<file path="src/rtl/fpu_vector_sequencer.sv">
// fpu_vector_sequencer: walks the A/B operand ROMs, issues A+B, B+A, A-B, B-A to the
// external FPU and presents each result with its operands on a valid/ready stream.
module fpu_vector_sequencer #(
    parameter int ADDR_WIDTH = 11,
    parameter int DATA_WIDTH = 32
) (
    input  logic                  i_clk,
    input  logic                  i_rst_n,
    input  logic                  i_start,
    input  logic                  i_abort,
    input  logic [ADDR_WIDTH-1:0] i_last_addr,
    output logic [ADDR_WIDTH-1:0] o_rom_addr,
    input  logic [DATA_WIDTH-1:0] i_rom_a,
    input  logic [DATA_WIDTH-1:0] i_rom_b,
    output logic                  o_add_sub,
    output logic [DATA_WIDTH-1:0] o_32_a,
    output logic [DATA_WIDTH-1:0] o_32_b,
    input  logic [DATA_WIDTH-1:0] i_fpu_s,
    input  logic                  i_fpu_ov,
    input  logic                  i_fpu_un,
    output logic                  o_res_valid,
    input  logic                  i_res_ready,
    output logic [ADDR_WIDTH-1:0] o_res_addr,
    output logic [1:0]            o_res_op,
    output logic                  o_res_add_sub,
    output logic [DATA_WIDTH-1:0] o_res_a,
    output logic [DATA_WIDTH-1:0] o_res_b,
    output logic [DATA_WIDTH-1:0] o_res_s,
    output logic                  o_res_ov,
    output logic                  o_res_un,
    output logic                  o_busy,
    output logic                  o_done
);
    typedef enum logic [2:0] {S_IDLE, S_FETCH, S_LATCH, S_ISSUE, S_WAIT, S_DONE} state_t;
    typedef struct packed {
        logic [ADDR_WIDTH-1:0] addr;
        logic [1:0]            op;
        logic                  add_sub;
        logic [DATA_WIDTH-1:0] a;
        logic [DATA_WIDTH-1:0] b;
        logic [DATA_WIDTH-1:0] s;
        logic                  ov;
        logic                  un;
    } res_t;

    state_t                state_q, state_d;
    logic [ADDR_WIDTH-1:0] addr_q, addr_d;
    logic [1:0]            op_q, op_d, next_op;
    logic [DATA_WIDTH-1:0] opa_q, opa_d, opb_q, opb_d, a_q, a_d, b_q, b_d;
    logic                  add_sub_q, add_sub_d, res_valid_q, res_valid_d;
    res_t                  res_q, res_d;

    assign next_op = op_q + 2'd1;

    always_comb begin
        state_d     = state_q;
        addr_d      = addr_q;
        op_d        = op_q;
        opa_d       = opa_q;
        opb_d       = opb_q;
        a_d         = a_q;
        b_d         = b_q;
        add_sub_d   = add_sub_q;
        res_valid_d = res_valid_q;
        res_d       = res_q;
        if (i_abort) begin
            state_d     = S_IDLE;
            res_valid_d = 1'b0;
        end else begin
            case (state_q)
                S_IDLE: if (i_start) begin
                    addr_d  = '0;
                    op_d    = 2'd0;
                    state_d = S_FETCH;
                end
                S_FETCH: state_d = S_LATCH;
                S_LATCH: begin
                    opa_d     = i_rom_a;
                    opb_d     = i_rom_b;
                    a_d       = i_rom_a;
                    b_d       = i_rom_b;
                    add_sub_d = 1'b0;
                    state_d   = S_ISSUE;
                end
                S_ISSUE: begin
                    res_d       = {addr_q, op_q, add_sub_q, a_q, b_q, i_fpu_s, i_fpu_ov, i_fpu_un};
                    res_valid_d = 1'b1;
                    state_d     = S_WAIT;
                end
                // odd ops swap the operands, ops 2/3 subtract
                S_WAIT: if (i_res_ready) begin
                    res_valid_d = 1'b0;
                    if (op_q != 2'd3) begin
                        op_d      = next_op;
                        add_sub_d = next_op[1];
                        a_d       = next_op[0] ? opb_q : opa_q;
                        b_d       = next_op[0] ? opa_q : opb_q;
                        state_d   = S_ISSUE;
                    end else if (addr_q != i_last_addr) begin
                        addr_d  = addr_q + 1'b1;
                        op_d    = 2'd0;
                        state_d = S_FETCH;
                    end else begin
                        state_d = S_DONE;
                    end
                end
                S_DONE:  state_d = S_IDLE;
                default: state_d = S_IDLE;
            endcase
        end
    end

    always_ff @(posedge i_clk or negedge i_rst_n) begin
        if (!i_rst_n) begin
            state_q     <= S_IDLE;
            addr_q      <= '0;
            op_q        <= 2'd0;
            opa_q       <= '0;
            opb_q       <= '0;
            a_q         <= '0;
            b_q         <= '0;
            add_sub_q   <= 1'b0;
            res_valid_q <= 1'b0;
            res_q       <= '0;
        end else begin
            state_q     <= state_d;
            addr_q      <= addr_d;
            op_q        <= op_d;
            opa_q       <= opa_d;
            opb_q       <= opb_d;
            a_q         <= a_d;
            b_q         <= b_d;
            add_sub_q   <= add_sub_d;
            res_valid_q <= res_valid_d;
            res_q       <= res_d;
        end
    end

    assign o_rom_addr    = addr_q;
    assign o_add_sub     = add_sub_q;
    assign o_32_a        = a_q;
    assign o_32_b        = b_q;
    assign o_res_valid   = res_valid_q;
    assign o_res_addr    = res_q.addr;
    assign o_res_op      = res_q.op;
    assign o_res_add_sub = res_q.add_sub;
    assign o_res_a       = res_q.a;
    assign o_res_b       = res_q.b;
    assign o_res_s       = res_q.s;
    assign o_res_ov      = res_q.ov;
    assign o_res_un      = res_q.un;
    assign o_busy        = state_q != S_IDLE;
    assign o_done        = state_q == S_DONE;
endmodule

</file>
<file path="config.mk">
export PLATFORM = sky130hd
export DESIGN_NAME = fpu_vector_sequencer
export DESIGN_NICKNAME = d
export VERILOG_FILES = /design/src/rtl/fpu_vector_sequencer.sv
export SDC_FILE = /design/constraint.sdc
export NUM_CORES = 1
export LEC_CHECK = 0
export CORE_ASPECT_RATIO = 0.8
export CORE_MARGIN = 5
export CORE_UTILIZATION = 50
export DETAILED_ROUTE_END_ITERATION = 10
export GPL_ROUTABILITY_DRIVEN = 1
export HOLD_SLACK_MARGIN = 0.12
export PLACE_DENSITY = 0.82
export RECOVER_POWER = 100
export SETUP_SLACK_MARGIN = 0.3
export SLEW_MARGIN = 25
export SYNTH_ARGS = -nofsm -noshare
export SYNTH_HDL_FRONTEND = slang
export SYNTH_SLANG_ARGS = --single-unit
</file>
<file path="constraint.sdc">
create_clock -name i_clk -period 3.6 [get_ports i_clk]
set_input_delay 0.72 -clock i_clk [delete_from_list [all_inputs] [get_ports i_clk]]
set_output_delay 0.72 -clock i_clk [all_outputs]
set_load 0.1 [all_outputs]
</file>
Word-level counts from Yosys, hierarchy flattened
Cells that the tools add are included.
{"block": "classes", "add_sub_neg": 2, "eq_ne": 15, "mux": 30, "n_bitwise": 1, "reduce_logical": 12}
{"operator": "$mux 32", "n": 6}
{"operator": "$pmux 32 s2", "n": 2}
{"operator": "$mux 11", "n": 4}
{"operator": "$pmux 11 s2", "n": 1}
{"operator": "$mux 3", "n": 5}
{"operator": "$pmux 3 s5", "n": 1}
{"operator": "$ne 2x2->1 const B", "n": 6}
{"operator": "$add 11x1->11 const B", "n": 1}
{"operator": "$ne 11x11->1", "n": 1}
{"operator": "$ne 3x3->1 const B", "n": 3}
{"operator": "$mux 2", "n": 4}
{"operator": "$reduce_and 2->1", "n": 4}
{"operator": "$eq 3x2->1 const B", "n": 2}
{"operator": "$eq 3x3->1 const B", "n": 2}
{"operator": "$reduce_and 6->1", "n": 1}
{"operator": "$reduce_bool 3->1", "n": 2}
{"operator": "$reduce_and 5->1", "n": 1}
{"operator": "$mux 1", "n": 4}
{"operator": "$pmux 1 s2", "n": 2}
{"operator": "$pmux 2 s2", "n": 1}
{"operator": "$reduce_and 4->1", "n": 1}
{"operator": "$reduce_bool 2->1", "n": 2}
{"operator": "$eq 3x1->1 const B", "n": 1}
{"operator": "$logic_not 3->1", "n": 1}
{"operator": "other kinds (2)", "n": 2}
{"block": "totals", "ff_bits": 258, "in_bits": 114, "elab_cells": 77}

Logic depth before layout (Yosys ltp)
{"block": "depth", "depth_word": 6, "mapped_depth": 9, "depth_no_buf": 6}

Worst setup path before layout
No wires, ideal clock.
{"block": "synth_timing", "kind": "flip-flop to flip-flop", "from": "register addr_q[5] (netlist: o_rom_addr[5])", "to": "register op_q[1]", "setup_ps": 125, "arrival_ps": 2247, "required_ps": 3475, "slack_ps": 1228, "stages_incl_launch_ff": 7, "synth_period_minus_slack_ps": 2372, "path_cell_list": "dfrtp_1 clkbuf_1 xnor2_1 nand4_1 nor3_1 a21bo_2 mux2_2"}
{"block": "synth_between", "elab_chain_len": 3}
{"item": "start, declared", "line": "47", "rtl": "logic [ADDR_WIDTH-1:0] addr_q, addr_d;"}
{"item": "start signal, assigned", "line": "127", "rtl": "addr_q <= addr_d;"}
{"item": "$ne 11x11->1", "line": "99", "rtl": "end else if (addr_q != i_last_addr) begin"}
{"item": "$ne 3x3->1 (no source line)"}
{"item": "$reduce_and 5->1 (no source line)"}
{"item": "end signal, assigned", "line": "128", "rtl": "op_q <= op_d;"}
{"item": "end, declared", "line": "48", "rtl": "logic [1:0] op_q, op_d, next_op;"}
No other way between the ends.
A chain may end at the register's enable or synchronous reset.

Final worst setup path
{"block": "layout_timing", "from": "register state_q[1]", "to": "output port o_done"}
{"block": "layout_between", "elab_chain_len": 1}
{"item": "start, declared", "line": "46", "rtl": "state_t state_q, state_d;"}
{"item": "start signal, assigned", "line": "126", "rtl": "state_q <= state_d;"}
{"item": "$eq 3x3->1", "line": "153", "rtl": "assign o_done = state_q == S_DONE;"}
{"item": "end, declared", "line": "32", "rtl": "output logic o_done"}
No other way between the ends.

==> reports/results.txt <==
status = complete, but fails checks
failing checks = capacitance limit, slew limit
Crit path max-delay family = buffers and inverters
Synth Flop Type = dfrtp_1
Die X = 177 µm
Final GP Congestion = 0.773
Max Clock Freq = 0.340 GHz
Synth async-reset ratio = 100%
Cell Pwr Density = 914 nW/µm²
Worst-Skew Late Latency = 0.53 ns
via/cell ratio = 5.25
Storage cell area = 6460 µm²
Worst path max stage delay = 0.88 ns
Die ar. = 25,500 µm²
Worst Max-Slew Pin Slew = 2.48 ns
post-synthesis sequential area ratio = 57.6%
most frequent cell after synthesis = dfrtp_1
site row count = 49
first-pass GRT wire length = 44.6 mm
vias in the first global route = 8,316
DR iter-0 viols = 554
aggregate global routing overflow = 0
Fillers = 1,642
multi-input logic area = 4460 µm²
Max clock buf depth = 3
synthesized area = 11,200 µm²
Starting Density = 50.4%
number of routed nets with antenna violations = 0
Tot GR Track Use = 21.6%
crit path kind = flop to output port
Final setup viols = 0
DRC viols = 0
Setup Total Neg Slack = 0 ns
Clk Tree Root Cell = clkbuf_16
Final HPWL DP = 19.0 mm
Flop pwr share = 31.7%
WL/cell = 18.0 µm
EDFF count, synth = 0
1st-pass router iterations = 4
P&R area growth vs syn = 36.7%
Synth top cells by count = dfrtp_1, mux2_2, o21ai_0
required time worst endpoint = 2.88 ns
CTS buffer count = 27
Synth Warn # = 0
share of power burned in combinational logic = 48.5%
CORE AREA = 22,300 µm²
post-synth top area share = 57.6%
Setup Buffers After CTS = 0
switching pwr = 7.01 mW
Max-Cap Viols = 1
Slew headroom = -65.4%
Mapped Cells = 923
worst-path cell chain = inv_1 > and3_1 > clkbuf_1
leakage power = 6.80 nW
crit path buf inv count = 2
Syn Nets = 1,039
synthesized area per cell = 12.1 µm²
Clock transition at path regs = 0.06 ns
CTS tree = built
NumNets Final = 1,323
Pint = 6.99 mW
fin crit period = 2.94 ns
Synth area leaders = dfrtp_1, mux2_2, o21ai_0, mux2i_1, nand2_1
Max VDD drop = 0.000839 V
Worst Setup End Kind = output port
fin crit share = 81.7%
Fin Clk Skew = 0.0181 ns
io pins = 305
switching share of power = 50.1%
design area = 15,300 µm²
Util after Layout = 68.8%
Slew Limit Fails = 92
CTS Hold Bufs = 0
post-CTS sizing = 0
slowest CP cell = clkbuf_1
clk sink count = 258
initial antenna violation count = 1
post-synth cell types = 38
Worst Path Arrival = 2.22 ns
Worst Hold Class = flop to flop
pin count of the biggest net entering global routing = 135
CP startpoint kind = flop
Clk pwr share = 19.9%
cell taking the most area after synthesis = dfrtp_1
chip height = 144 µm
drt total wl = 27.6 mm
layout cells sized above 1 = 19.7%
RSZ-0062 raised after global routing = no
Vias = 8,051
Placed Area = 14,500 µm²
Hold Violations, Final = 0
port bufs = 304
H-Tree Depth = 1
CP max FO = 9
synthesized flop and latch total = 258
-- cell usage in the layout (no fill, tap or decap), drive strengths merged, types with 7 or more instances in the layout --
| master | n |
|---|---|
| o21ai | 146 |
| xnor2 | 11 |
| dfrtp | 258 |
| clkbuf | 58 |
| mux2 | 178 |
| nor2 | 9 |
| nand2 | 133 |
| buf | 7 |
| clkdlybuf4s50 | 110 |
| mux2i | 64 |
| nand4 | 7 |
| dlygate4sd3 | 182 |
-- cell families (layout without fill, tap and decap cells) --
group	after synthesis	after routing	share of synthesized area, %
buffers and inverters	67	370	2.67
multiplexers	242	242	23.6
AND/OR/NAND/NOR	175	175	6.82
AO/OA/AOI/OAI	168	168	8.21
other	0	1	0
flip-flops	258	258	57.6
XOR/XNOR	11	11	0.860
adder cells (fa/ha/maj)	2	2	0.223
-- per-stage QoR --
stage	worst slack, ns	hold WS (ns)	std cells	power, mW
floorplan	1.23	0.424	923	9.70
detailed placement	0.699	0.494	1484	11.5
global placement	0.758	0.488	1484	11.4
global route	0.409	0.510	1532	14.6
finish	0.659	0.499	1533	14.0
CTS	0.685	0.252	1532	14.4
-- worst register-to-register path: cells and delay by family (launching register included) --
kind / cells / cell delay [ns]
flip-flops: 1 / 0.53
AND/OR/NAND/NOR: 2 / 0.84
AO/OA/AOI/OAI: 1 / 0.31
buffers and inverters: 1 / 1.06
-- sequential cells by signal, indices dropped and copies added, names as in the netlist, 3 cells and up --
register    cells
o_32_b         32
o_res_s        32
o_res_addr     11
o_32_a         32
o_res_b        32
state_q         3
opa_q          32
opb_q          32
o_res_a        32
o_rom_addr     11
-- metal layers --
layer	track usage (%)	part of all wire, %
met1	29.3	44
met2	35.8	47
met3	5.23	6.8
met4	4.64	2.2
met5	0	0
-- power by group through the flow --
stage / sequential (mW) / clock (mW) / combinational, mW
3_3_place_gp: 4.47 / 0 / 6.96
2_1_floorplan: 8.69 / 0 / 1.02
6_report: 4.44 / 2.78 / 6.78
3_5_place_dp: 4.51 / 0 / 7.04
5_1_grt: 4.58 / 2.96 / 7.04
4_1_cts: 4.47 / 2.84 / 7.06
-- path summary, 6_finish.rpt --
| kind | cells after the start | startpoint | slack, ns | end |
|---|---|---|---|---|
| hold / removal | 1 | o_res_a[12]$_DFFE_PN0P_ | 0.50 | o_res_a[12]$_DFFE_PN0P_ |
| min in group asynchronous | 1 | i_rst_n | 0.96 | o_32_a[21]$_DFFE_PN0P_ |
| setup reg to reg | 4 | state_q[2]$_DFFE_PN0P_ | 0.76 | o_rom_addr[5]$_DFFE_PN0P_ |
| max in group asynchronous | 2 | i_rst_n | 0.93 | o_res_a[26]$_DFFE_PN0P_ |
| hold reg to reg | 1 | o_res_a[12]$_DFFE_PN0P_ | 0.50 | o_res_a[12]$_DFFE_PN0P_ |
| setup / recovery | 3 | state_q[1]$_DFFE_PN0P_ | 0.66 | o_done |
-- area by class of cell --
class | count | area share, %
Timing Repair Buffer | 317 | 20.3
Multi-Input combinational cell | 598 | 29.1
Tap cell | 306 | 2.50
Clock inverter | 8 | 0.612
Inverter | 5 | 0.122
Sequential cell | 258 | 42.2
Antenna cell | 1 | 0.0163
Clock buffer | 40 | 5.19
Note: power is estimated with default switching activity, not from simulation.
